[src/rtl/mux_scan_sequencer_if.sv]
// mux_scan_sequencer_if: select, sample and frame handshake signals between scan sequencer and mux/downstream
interface mux_scan_sequencer_if;
  logic       start;
  logic       mux_out;
  logic       s0;
  logic       s1;
  logic [3:0] frame;
  logic       frame_valid;
  logic       frame_ready;
  logic       busy;
  modport master (input start, mux_out, frame_ready, output s0, s1, frame, frame_valid, busy);
  modport slave (output start, mux_out, frame_ready, input s0, s1, frame, frame_valid, busy);
endinterface

[src/rtl/mux_scan_sequencer.sv]
// mux_scan_sequencer: steps 4:1 mux selects, samples each channel after settling, offers a 4-bit frame
module mux_scan_sequencer #(
  parameter int SETTLE_CYCLES = 2,
  parameter bit CONTINUOUS    = 1'b0
) (
  input logic                  clk,
  input logic                  rst,
  mux_scan_sequencer_if.master bus
);
  localparam int CW = $clog2(SETTLE_CYCLES + 1);
  localparam logic [CW-1:0] LAST = CW'(SETTLE_CYCLES - 1);
  localparam logic [1:0] IDLE = 2'd0, SETTLE = 2'd1, SAMPLE = 2'd2, HOLD = 2'd3;
  logic [1:0]    state, ch, sel;
  logic [CW-1:0] cnt;
  logic [3:0]    sbuf, frame_q;
  logic          fv, busy_q;
  assign {bus.s1, bus.s0} = sel;
  assign bus.frame        = frame_q;
  assign bus.frame_valid  = fv;
  assign bus.busy         = busy_q;
  always_ff @(posedge clk) begin
    if (rst) begin
      state   <= IDLE;
      ch      <= 2'd0;
      cnt     <= '0;
      sel     <= 2'd0;
      sbuf    <= 4'd0;
      frame_q <= 4'd0;
      fv      <= 1'b0;
      busy_q  <= 1'b0;
    end else begin
      case (state)
        IDLE: if (bus.start) begin
          state  <= SETTLE;
          ch     <= 2'd0;
          cnt    <= '0;
          sel    <= 2'd0;
          busy_q <= 1'b1;
        end
        SETTLE: begin
          cnt <= cnt + CW'(1);
          if (cnt == LAST) begin
            cnt   <= '0;
            state <= SAMPLE;
          end
        end
        SAMPLE: begin
          sbuf[ch] <= bus.mux_out;
          if (ch == 2'd3) begin
            state   <= HOLD;
            sel     <= 2'd0;
            frame_q <= {bus.mux_out, sbuf[2:0]};
            fv      <= 1'b1;
          end else begin
            ch    <= ch + 2'd1;
            sel   <= ch + 2'd1;
            state <= SETTLE;
          end
        end
        default: if (fv && bus.frame_ready) begin
          fv     <= 1'b0;
          ch     <= 2'd0;
          cnt    <= '0;
          state  <= CONTINUOUS ? SETTLE : IDLE;
          busy_q <= CONTINUOUS;
        end
      endcase
    end
  end
endmodule

[src/flat_wrapper.sv]
// flat-port wrapper written by rule: the top's interface ports become plain ports
module mux_scan_sequencer_flat 
#(
  parameter int SETTLE_CYCLES = 2,
  parameter bit CONTINUOUS    = 1'b0
)
  (clk, rst, bus_start, bus_mux_out, bus_frame_ready, bus_s0, bus_s1, bus_frame, bus_frame_valid, bus_busy);
  mux_scan_sequencer_if bus_i ();
  input logic clk;
  input logic rst;
  input wire logic [$bits(bus_i.start)-1:0] bus_start;
  input wire logic [$bits(bus_i.mux_out)-1:0] bus_mux_out;
  input wire logic [$bits(bus_i.frame_ready)-1:0] bus_frame_ready;
  output wire logic [$bits(bus_i.s0)-1:0] bus_s0;
  output wire logic [$bits(bus_i.s1)-1:0] bus_s1;
  output wire logic [$bits(bus_i.frame)-1:0] bus_frame;
  output wire logic [$bits(bus_i.frame_valid)-1:0] bus_frame_valid;
  output wire logic [$bits(bus_i.busy)-1:0] bus_busy;
  assign bus_i.start = bus_start;
  assign bus_i.mux_out = bus_mux_out;
  assign bus_i.frame_ready = bus_frame_ready;
  assign bus_s0 = bus_i.s0;
  assign bus_s1 = bus_i.s1;
  assign bus_frame = bus_i.frame;
  assign bus_frame_valid = bus_i.frame_valid;
  assign bus_busy = bus_i.busy;
  mux_scan_sequencer #(.SETTLE_CYCLES(SETTLE_CYCLES), .CONTINUOUS(CONTINUOUS)) u_core (.clk(clk), .rst(rst), .bus(bus_i));
endmodule
[config.mk]
export PLATFORM = sky130hd
export DESIGN_NAME = mux_scan_sequencer_flat
export DESIGN_NICKNAME = d
export VERILOG_FILES = /design/src/rtl/mux_scan_sequencer_if.sv /design/src/rtl/mux_scan_sequencer.sv /design/src/flat_wrapper.sv
export SDC_FILE = /design/constraint.sdc
export NUM_CORES = 1
export LEC_CHECK = 0
export ABC_AREA = 1
export ABC_CLOCK_PERIOD_IN_PS = 1600
export BUFFER_PORTS_ARGS = -buffer_cell sky130_fd_sc_hd__buf_2
export CORE_MARGIN = 1.5
export CORE_UTILIZATION = 54
export DETAILED_ROUTE_END_ITERATION = 10
export HOLD_SLACK_MARGIN = 0.06
export PLACE_DENSITY = 0.77
export SYNTH_ARGS = -nofsm -noshare
export SYNTH_HDL_FRONTEND = slang
export SYNTH_SLANG_ARGS = --single-unit
[constraint.sdc]
create_clock -name clk -period 1.6 [get_ports clk]
set_input_delay 0 -clock clk [delete_from_list [all_inputs] [get_ports clk]]
set_output_delay 0 -clock clk [all_outputs]
set_load 0.02 [all_outputs]
==> results of run 1 <==
-- placed cells by master (no fill, tap or decap), drive strengths merged, types with 4 or more instances in the layout --
cell type and n:
ha 10, clkbuf 4, dfxtp 17, nor2 20, nand3 10, buf 13, a21oi 12, inv 15
o21ai 7, nand2 28
-- power by group --
| part | internal, mW | total (mW) | switching (mW) |
|---|---|---|---|
| Clock | 0.0970 | 0.229 | 0.132 |
| Combinational | 0.329 | 0.897 | 0.568 |
| Sequential | 0.504 | 0.569 | 0.0647 |
| Total | 0.930 | 1.69 | 0.764 |
-- what timing repair did --
| item | CTS | global route |
|---|---|---|
| hold endpoints to repair | 8 | 0 |
| setup endpoints to repair | 0 | 0 |
| hold buffers | 2 | 0 |
| resized for setup | 0 | 0 |
-- worst min-delay path by stage --
stage | startpoint | end | slack [ps] | cells past startpoint
global placement | bus_mux_out | u_core.sbuf[1] | 290 | 3
detailed placement | bus_mux_out | u_core.sbuf[0] | 290 | 3
CTS | bus_frame_ready | u_core.bus.busy | 100 | 4
floorplan | bus_mux_out | u_core.sbuf[0] | 150 | 2
finish | bus_frame_ready | u_core.bus.busy | 90 | 4
global route | bus_frame_ready | u_core.bus.busy | 110 | 4
-- flip-flops by register name, indices dropped and copies added (netlist names) --
signal,cells
u_core.sel,2
u_core.ch,2
u_core.bus.frame_valid,1
u_core.bus.busy,1
u_core.bus.frame,4
u_core.sbuf,3
u_core.state,2
u_core.cnt,2
-- per-stage QoR --
step	hold slack (ps)	setup slack, ps	cells	util [%]
finish	89.6	120	157	67.1
global route	114	10.9	157	67.1
CTS	95.3	117	157	67.1
detailed placement	294	139	151	64.1
global placement	293	184	151	64.1
floorplan	152	311	124	-
-- per-layer routing --
metal	track usage (%)	part of all wire, %	up-vias
li1	-	-	425
met1	24.0	51	353
met2	35.3	45	13
met3	3.67	2.6	5
met4	10.9	2.2	0
met5	0	0	-
-- kinds of logic after synthesis --
family | count (synthesis) | share of synthesized area, %
buf+inv | 18 | 8.46
compound gates | 20 | 11.9
simple gates | 59 | 28.9
flops | 17 | 37.1
fa+ha+maj | 10 | 13.6
-- final cells by class --
| cell class | instances | area (um2) |
|---|---|---|
| Clock buffer | 4 | 26.3 |
| Fill cell | 140 | 507 |
| Inverter | 16 | 61.3 |
| Multi-Input combinational cell | 89 | 499 |
| Sequential cell | 17 | 340 |
| Tap cell | 16 | 20.0 |
| Timing Repair Buffer | 15 | 87.6 |
-- worst register-to-register path, cell delays in order, from the launching register on --
cell and delay (ps):
dfxtp_1 390, inv_1 110, ha_1 280, nand2_2 160, nand2_1 80, nor2_2 120, nand2_2 70, a21oi_1 130
nor2_1 50
==> impl_metrics.tcl, run 1 <==
set metrics [dict create \
    seq_area_frac_synth_pct 37.1 \
    cp-end-kind "flip-flop" \
    yosysUniqueCellTypes 19 \
    ff2ff_path_depth 8 \
    die_area_um2 1950 \
    crit_path_start_kind "flip-flop" \
    required_ps 1790 \
    r2r-end "u_core.ch[0]" \
    cts_tree "done" \
    vias 796 \
    max_stage_delay_ps 390 \
    grt_max_degree 10 \
    yosysMostFrequentCell "nand2_1" \
    syn_area_per_cell_um2 7.40 \
    crit_fanout 7 \
    cts_made_buffers 3 \
    tightest_slew_ps 227 \
    grt_pass1_vias 725 \
    synthTopCellsByCount "nand2_1, dfxtp_1, nor2_1" \
    cap_violations 0 \
    antenna_found_initial 0 \
    areaGrowthSynthToFinish_pct 12.8 \
    clock_sinks 17 \
    grt_use_total_pct 20.5 \
    ys.warnings.count 0 \
    drive_above_1_share_pct 22.0 \
    path_depth 8 \
    fp.dieH_um 44.2 \
    layout.nets 157 \
    synth_fp_nets 139 \
    critPathTopFamily "simple AND/OR/NAND/NOR gates" \
    fin_crit_sh_pct 92.5 \
    synth_top_area_share_pct 37.1 \
    htree_num_levels 1 \
    powerDensity_nw_per_um2 1640 \
    max-vdd-ir-drop_v 0.00104 \
    yosys-top-cells-area "dfxtp_1, ha_1, nand2_1" \
    relSlewSlack_pct 84.9 \
    ys_seq_elements 17 \
    grt.overflow.total 0 \
    rows 14 \
    start_util_pct 59.5 \
    design_area_um2 1030 \
    ff2ff_setup_slack_ps 120 \
    setup_tns_ps 0 \
    startpoint "u_core.state[0]" \
    setup_viol 0 \
    synth_edf_count 0 \
    path_cells "inv_1, ha_1, nand2_2, nand2_1, nor2_2, nand2_2, a21oi_1, nor2_1" \
    cts_buffer_depth 2 \
    async_flop_share_pct 0 \
    ys.flop_type "dfxtp_1" \
    fmaxAchievable_mhz 676 \
    core-area_um2 1540 \
    post_cts_buffers 0 \
    cp_common_cell "nand2_2" \
    fin_crit_ps 1480 \
    dp_hpwl_mm 1.30 \
    path_class "flip-flop to flip-flop" \
    rsz0062_at_grt "false" \
    status "finished clean" \
    syn-cell-area_um2 917 \
    clkTransAtPathRegs_ps 100 \
    power_mw 1.69 \
    worst_path_max_delay_cell "dfxtp_1" \
    drt-pass1-iter-count 4 \
    wl_mm 1.63 \
    cts-root-buf "clkbuf_4" \
    cp-endpoint "u_core.ch[0]" \
    cp.arrival_ps 1670 \
    leakagePower_nw 0.490 \
    boundaryPins 13 \
    clk_latency_ps 290 \
    hold_viol_final 0 \
    path_buf_inv 1 \
    regToRegStartpoint "u_core.state[0]" \
    drc 0 \
    io_buffers 12 \
    vias_per_cell 5.07 \
    skew_ps 3.65 \
    ant_nets 0 \
    hp-class "input pin to flip-flop" \
    slew_violations 0 \
    gp_congestion 0.878 \
    grt_pass1_wl_mm 2.92 \
    syn_inst 124 \
    placed_area_um2 988 \
    insertedDiodeCount 0 \
    synth.largest_area_cell "dfxtp_1" \
    die_w_um 44.2 \
    wl_per_cell_um 10.4 \
    drt_iter0_drc 10 \
]
(Power assumes the default switching activity.)
==> inputs of run 2 (changes only) <==
ABC_CLOCK_PERIOD_IN_PS = 1300   (was 1600)
CORE_UTILIZATION = 49   (was 54)
PLACE_DENSITY = 0.74   (was 0.77)
clock period = 1.3 ns   (was 1.6 ns; I/O delays follow)
==> run 2 against run 1 <==
  * Count of clock-buffer cells in the layout did not move
  * Sequential cell count did not move
  * Critical path type unchanged
  * Register-to-register slack got worse by 80 ps
  * Die area rose by 9.5%
  * Fmax rose by 18%
  * Core utilization fell by 1.6 points
  * First-iteration DRC count fell by 10%
==> impl_metrics.tcl, run 2 (synthesized netlist as in run 1, its figures left out) <==
set metrics [dict create \
    hold_depth 4 \
    antenna_found_initial 0 \
    critPathTopFamily "flip-flops" \
    gp_congestion 0.840 \
    areaGrowthSynthToFinish_pct 24.7 \
    wl_per_cell_um 9.80 \
    hold_viol_final 0 \
    drc 0 \
    skew_ps 0.519 \
    drt-pass1-iter-count 4 \
    boundaryPins 13 \
    rows 15 \
    fp.dieH_um 46.3 \
    wl_mm 1.69 \
    worst_path_max_delay_cell "dfxtp_2" \
    dp_hpwl_mm 1.30 \
    io_buffers 12 \
    cts_buffer_depth 2 \
    htree_num_levels 1 \
    rsz0062_at_grt "true" \
    grt.overflow.total 0 \
    leakagePower_nw 0.523 \
    tightest_slew_ps 202 \
    required_ps 1490 \
    final_common_cell "nand2_1" \
    path_class "flip-flop to flip-flop" \
    vias 817 \
    drive_above_1_share_pct 32.0 \
    cts_made_buffers 3 \
    r2r-end "u_core.ch[0]" \
    powerDensity_nw_per_um2 2090 \
    relSlewSlack_pct 86.5 \
    place_inst 166 \
    layout.nets 163 \
    cap_violations 0 \
    worstHoldStart "bus_frame_ready" \
    grt_max_degree 10 \
    core-area_um2 1750 \
    max_stage_delay_ps 340 \
    fmaxAchievable_mhz 796 \
    post_cts_buffers 0 \
    max-vdd-ir-drop_v 0.00150 \
    drt_iter0_drc 9 \
    fin_crit_sh_pct 96.7 \
    cp-end-kind "flip-flop" \
    crit_fanout 3 \
    die_w_um 46.3 \
    cts-root-buf "clkbuf_4" \
    num-fill-cells 164 \
    cp.arrival_ps 1450 \
    path_cells "buf_4, ha_1, inv_1, nand2_1, nor2_2, nand2_2, a21oi_1, nor2_1" \
    hp-class "input pin to flip-flop" \
    regToRegStartpoint "u_core.state[0]" \
    clkTransAtPathRegs_ps 90 \
    multi_input_area_um2 546 \
    clock_sinks 17 \
    insertedDiodeCount 0 \
    finalNonFillerCells 172 \
    largest_reg_flops 4 \
    grt_pass1_vias 658 \
    hold-worst-slack_ps 69.8 \
    grt_use_total_pct 17.8 \
    layout_common_cells "nand2_1, nor2_1, dfxtp_1, buf_2, a21oi_1" \
    clk_latency_ps 280 \
    cts_tree "done" \
    slew_violations 0 \
    ant_nets 0 \
    ff_latch_area_um2 347 \
    setup_viol 0 \
    ff2ff_path_depth 8 \
    start_util_pct 52.5 \
    min_to "u_core.bus.busy" \
    vias_per_cell 4.75 \
    crit_path_start_kind "flip-flop" \
    setup_tns_ps 0 \
    fin_crit_ps 1260 \
    placed_area_um2 1040 \
    grt_pass1_wl_mm 2.75 \
    design_area_um2 1140 \
    path_buf_inv 2 \
    status "finished clean" \
    ff2ff_setup_slack_ps 40 \
    die_area_um2 2140 \
]
[run 2: cell types whose count changed in the layout (fill, tap and decap cells not counted), sizes merged]
| cell | delta |
|---|---|
| buf | +6 |
[run 2: tightest hold or removal path: stages]
cell	delay, ps
buf_2	90
nand3_1	70
a21oi_1	120
nor3_1	50
[run 2: layout make-up]
type / count / area share, %
multi-input cells: 89 / 47.7
inverters: 16 / 5.36
clock buffers: 4 / 2.30
repair buffers: 21 / 11.6
well taps: 25 / 2.74
flip-flops and latches: 17 / 30.3
[run 2: power breakdown]
group          switching [mW]  internal [mW]
logic                   0.801          0.592
registers              0.0770          0.636
clock network           0.160          0.119
total                    1.04           1.35
[run 2: how the worst max path moves through the flow]
stage                          from              end  slack [ps]  cells after the start
finish              u_core.state[0]     u_core.ch[0]          40                      8
CTS                 u_core.state[1]    u_core.sel[1]          10                      6
floorplan           u_core.state[0]  u_core.state[0]          10                      8
global placement    u_core.state[1]  u_core.state[1]          20                      8
detailed placement  u_core.state[1]  u_core.state[1]         -90                      8
global route        u_core.state[0]  u_core.state[1]         -40                      8
[run 2: per-layer routing]
metal / global-route usage (%) / vias to the layer above / part of all wire, %
li1: - / 439 / -
met1: 23.9 / 360 / 51
met2: 27.8 / 16 / 45
met3: 2.35 / 2 / 3.0
met4: 8.57 / 0 / 0.89
met5: 0 / - / 0
[run 2: per-stage QoR]
| step | util (%) | power (mW) | setup WS (ps) |
|---|---|---|---|
| 5_1_grt | 65.5 | 2.64 | -36.1 |
| 3_3_place_gp | 59.9 | 1.90 | 17.5 |
| 4_1_cts | 63.2 | 2.26 | 12.0 |
| 2_1_floorplan | - | 1.61 | 11.5 |
| 3_5_place_dp | 59.9 | 1.93 | -86.2 |
| 6_report | 65.5 | 2.39 | 43.0 |
[run 2: what timing repair did]
item	in CTS	in global routing
hold endpoints to repair	8	0
hold buffers	2	0
resized for setup	4	11
pin swaps	0	2
setup endpoints to repair	9	9
cloned	0	0
==> inputs of run 3 (changes only) <==
ABC_CLOCK_PERIOD_IN_PS = 1200   (was 1300)
CORE_UTILIZATION = 45   (was 49)
PLACE_DENSITY = 0.66   (was 0.74)
clock period = 1.2 ns   (was 1.3 ns; I/O delays follow)
==> run 3 against run 2 <==
  * The flow now finishes with violations (negative setup slack)
  * Via count is 7.8% higher
  * Clock skew is 0.97 ps higher
  * Non-clock buffer count grew 9
  * Final cell count rose by 6.4%
  * Combinational power increased by 31%
  * Highest routed layer unchanged
==> impl_metrics.tcl, run 3 (synthesized netlist as in run 1, its figures left out) <==
set metrics [dict create \
    status "finished with violations" \
    violations "negative setup slack" \
    r2r-end "u_core.sel[1]" \
    die_w_um 48.1 \
    path_buf_inv 1 \
    powerDensity_nw_per_um2 2310 \
    start_util_pct 47.2 \
    fin_crit_sh_pct 104 \
    worst_path_max_delay_cell "dfxtp_4" \
    fin_crit_ps 1250 \
    areaGrowthSynthToFinish_pct 38.2 \
    dp_hpwl_mm 1.49 \
    boundaryPins 13 \
    rsz0062_at_grt "true" \
    wl_per_cell_um 11.2 \
    ant_nets 0 \
    power_mw 2.93 \
    dr_wl_met3_um 84 \
    required_ps 1420 \
    vias 881 \
    relSlewSlack_pct 75.5 \
    skew_ps 1.49 \
    grt_use_total_pct 19.1 \
    setup_viol 6 \
    grt_pass1_vias 713 \
    cts_made_buffers 3 \
    top_layer_used "met4" \
    crit_path_start_kind "flip-flop" \
    layout_setup_ws_ps -49.8 \
    max_stage_delay_ps 380 \
    fin_util_pct 65.3 \
    route.met2.wl_mm 1.02 \
    fmaxAchievable_mhz 800 \
    hold_viol_final 0 \
    hold-worst-slack_ps 87.9 \
    layout.nets 172 \
    core-area_um2 1940 \
    leakagePower_nw 0.580 \
    clk_latency_ps 280 \
    placed_area_um2 1110 \
    cts_buffer_depth 2 \
    setup_tns_ps -192 \
    regToRegStartpoint "u_core.state[1]" \
    cp.arrival_ps 1470 \
    wl_mm 2.05 \
    grt.overflow.total 0 \
    drive_above_1_share_pct 41.0 \
    grt_pass1_wl_mm 3.04 \
    vias_per_cell 4.81 \
    rows 16 \
    drt_iter0_drc 12 \
    finalNonFillerCells 183 \
    cts-root-buf "clkbuf_4" \
    min_to "u_core.bus.busy" \
    final_common_cell "nand2_1" \
    largest_reg_flops 4 \
    cts_tree "done" \
    insertedDiodeCount 0 \
    antenna_found_initial 0 \
    hold_depth 4 \
    pre_cts_ws_ps -109 \
    grt_max_degree 10 \
    die_area_um2 2320 \
    path_class "flip-flop to flip-flop" \
    cp-end-kind "flip-flop" \
    design_area_um2 1270 \
    place_inst 176 \
    htree_num_levels 1 \
    drc 0 \
    gp_congestion 0.772 \
    critPathTopFamily "flip-flops" \
    path_cells "inv_4, ha_4, nand2_2, o21ai_1, nand2_1, a21oi_2" \
    layout_common_cells "nand2_1, nor2_1, buf_4, dfxtp_1, buf_2" \
    fp.dieH_um 48.1 \
    ff2ff_setup_slack_ps -50 \
    clock_sinks 17 \
    drt-pass1-iter-count 4 \
    clkTransAtPathRegs_ps 100 \
    io_buffers 12 \
    path_depth 6 \
    crit_fanout 6 \
    slew_violations 0 \
    cap_violations 0 \
    drt-met1-wl_um 932 \
    ff2ff_path_depth 6 \
    worstHoldStart "bus_frame_ready" \
    max-vdd-ir-drop_v 0.00193 \
    tightest_slew_ps 367 \
    hp-class "input pin to flip-flop" \
]
[run 3: what timing repair did]
item | CTS | global route
pin swaps | 9 | 5
endpoints found under the setup margin | 12 | 15
endpoints found under the hold margin | 8 | 0
gates resized for setup | 19 | 10
hold buffers | 2 | 0
setup buffers | 0 | 1
[run 3: worst min-delay path: stages]
cell and delay, ps:
buf_2 90, nand3_1 70, a21oi_1 120, nor3_1 50
[run 3: layout make-up]
| cell class | count | area, um2 |
|---|---|---|
| clock buffers | 4 | 26.3 |
| fillers | 173 | 674 |
| inverters | 16 | 73.8 |
| multi-input cells | 89 | 577 |
| flip-flops and latches | 17 | 349 |
| well taps | 27 | 33.8 |
| repair buffers | 30 | 208 |
[run 3: worst max-delay path by stage]
| stage | to | start | slack (ps) |
|---|---|---|---|
| floorplan | u_core.state[0] | u_core.state[1] | 10 |
| global placement | u_core.state[0] | u_core.state[1] | -70 |
| detailed placement | u_core.state[0] | u_core.state[1] | -110 |
| CTS | u_core.state[0] | u_core.state[1] | -10 |
| global route | u_core.ch[0] | u_core.state[0] | -100 |
| finish | u_core.sel[1] | u_core.state[1] | -50 |
[run 3: power breakdown]
part | switching (mW) | total [mW] | internal (mW)
combinational | 1.00 | 1.82 | 0.816
clock | 0.178 | 0.307 | 0.129
sequential | 0.112 | 0.805 | 0.694
total | 1.29 | 2.93 | 1.64
[run 3: metal layers]
metal,GRT usage (%),vias up
met1,23.7,402
met3,2.22,2
li1,-,457
met5,0,-
met2,33.7,20
met4,6.49,0
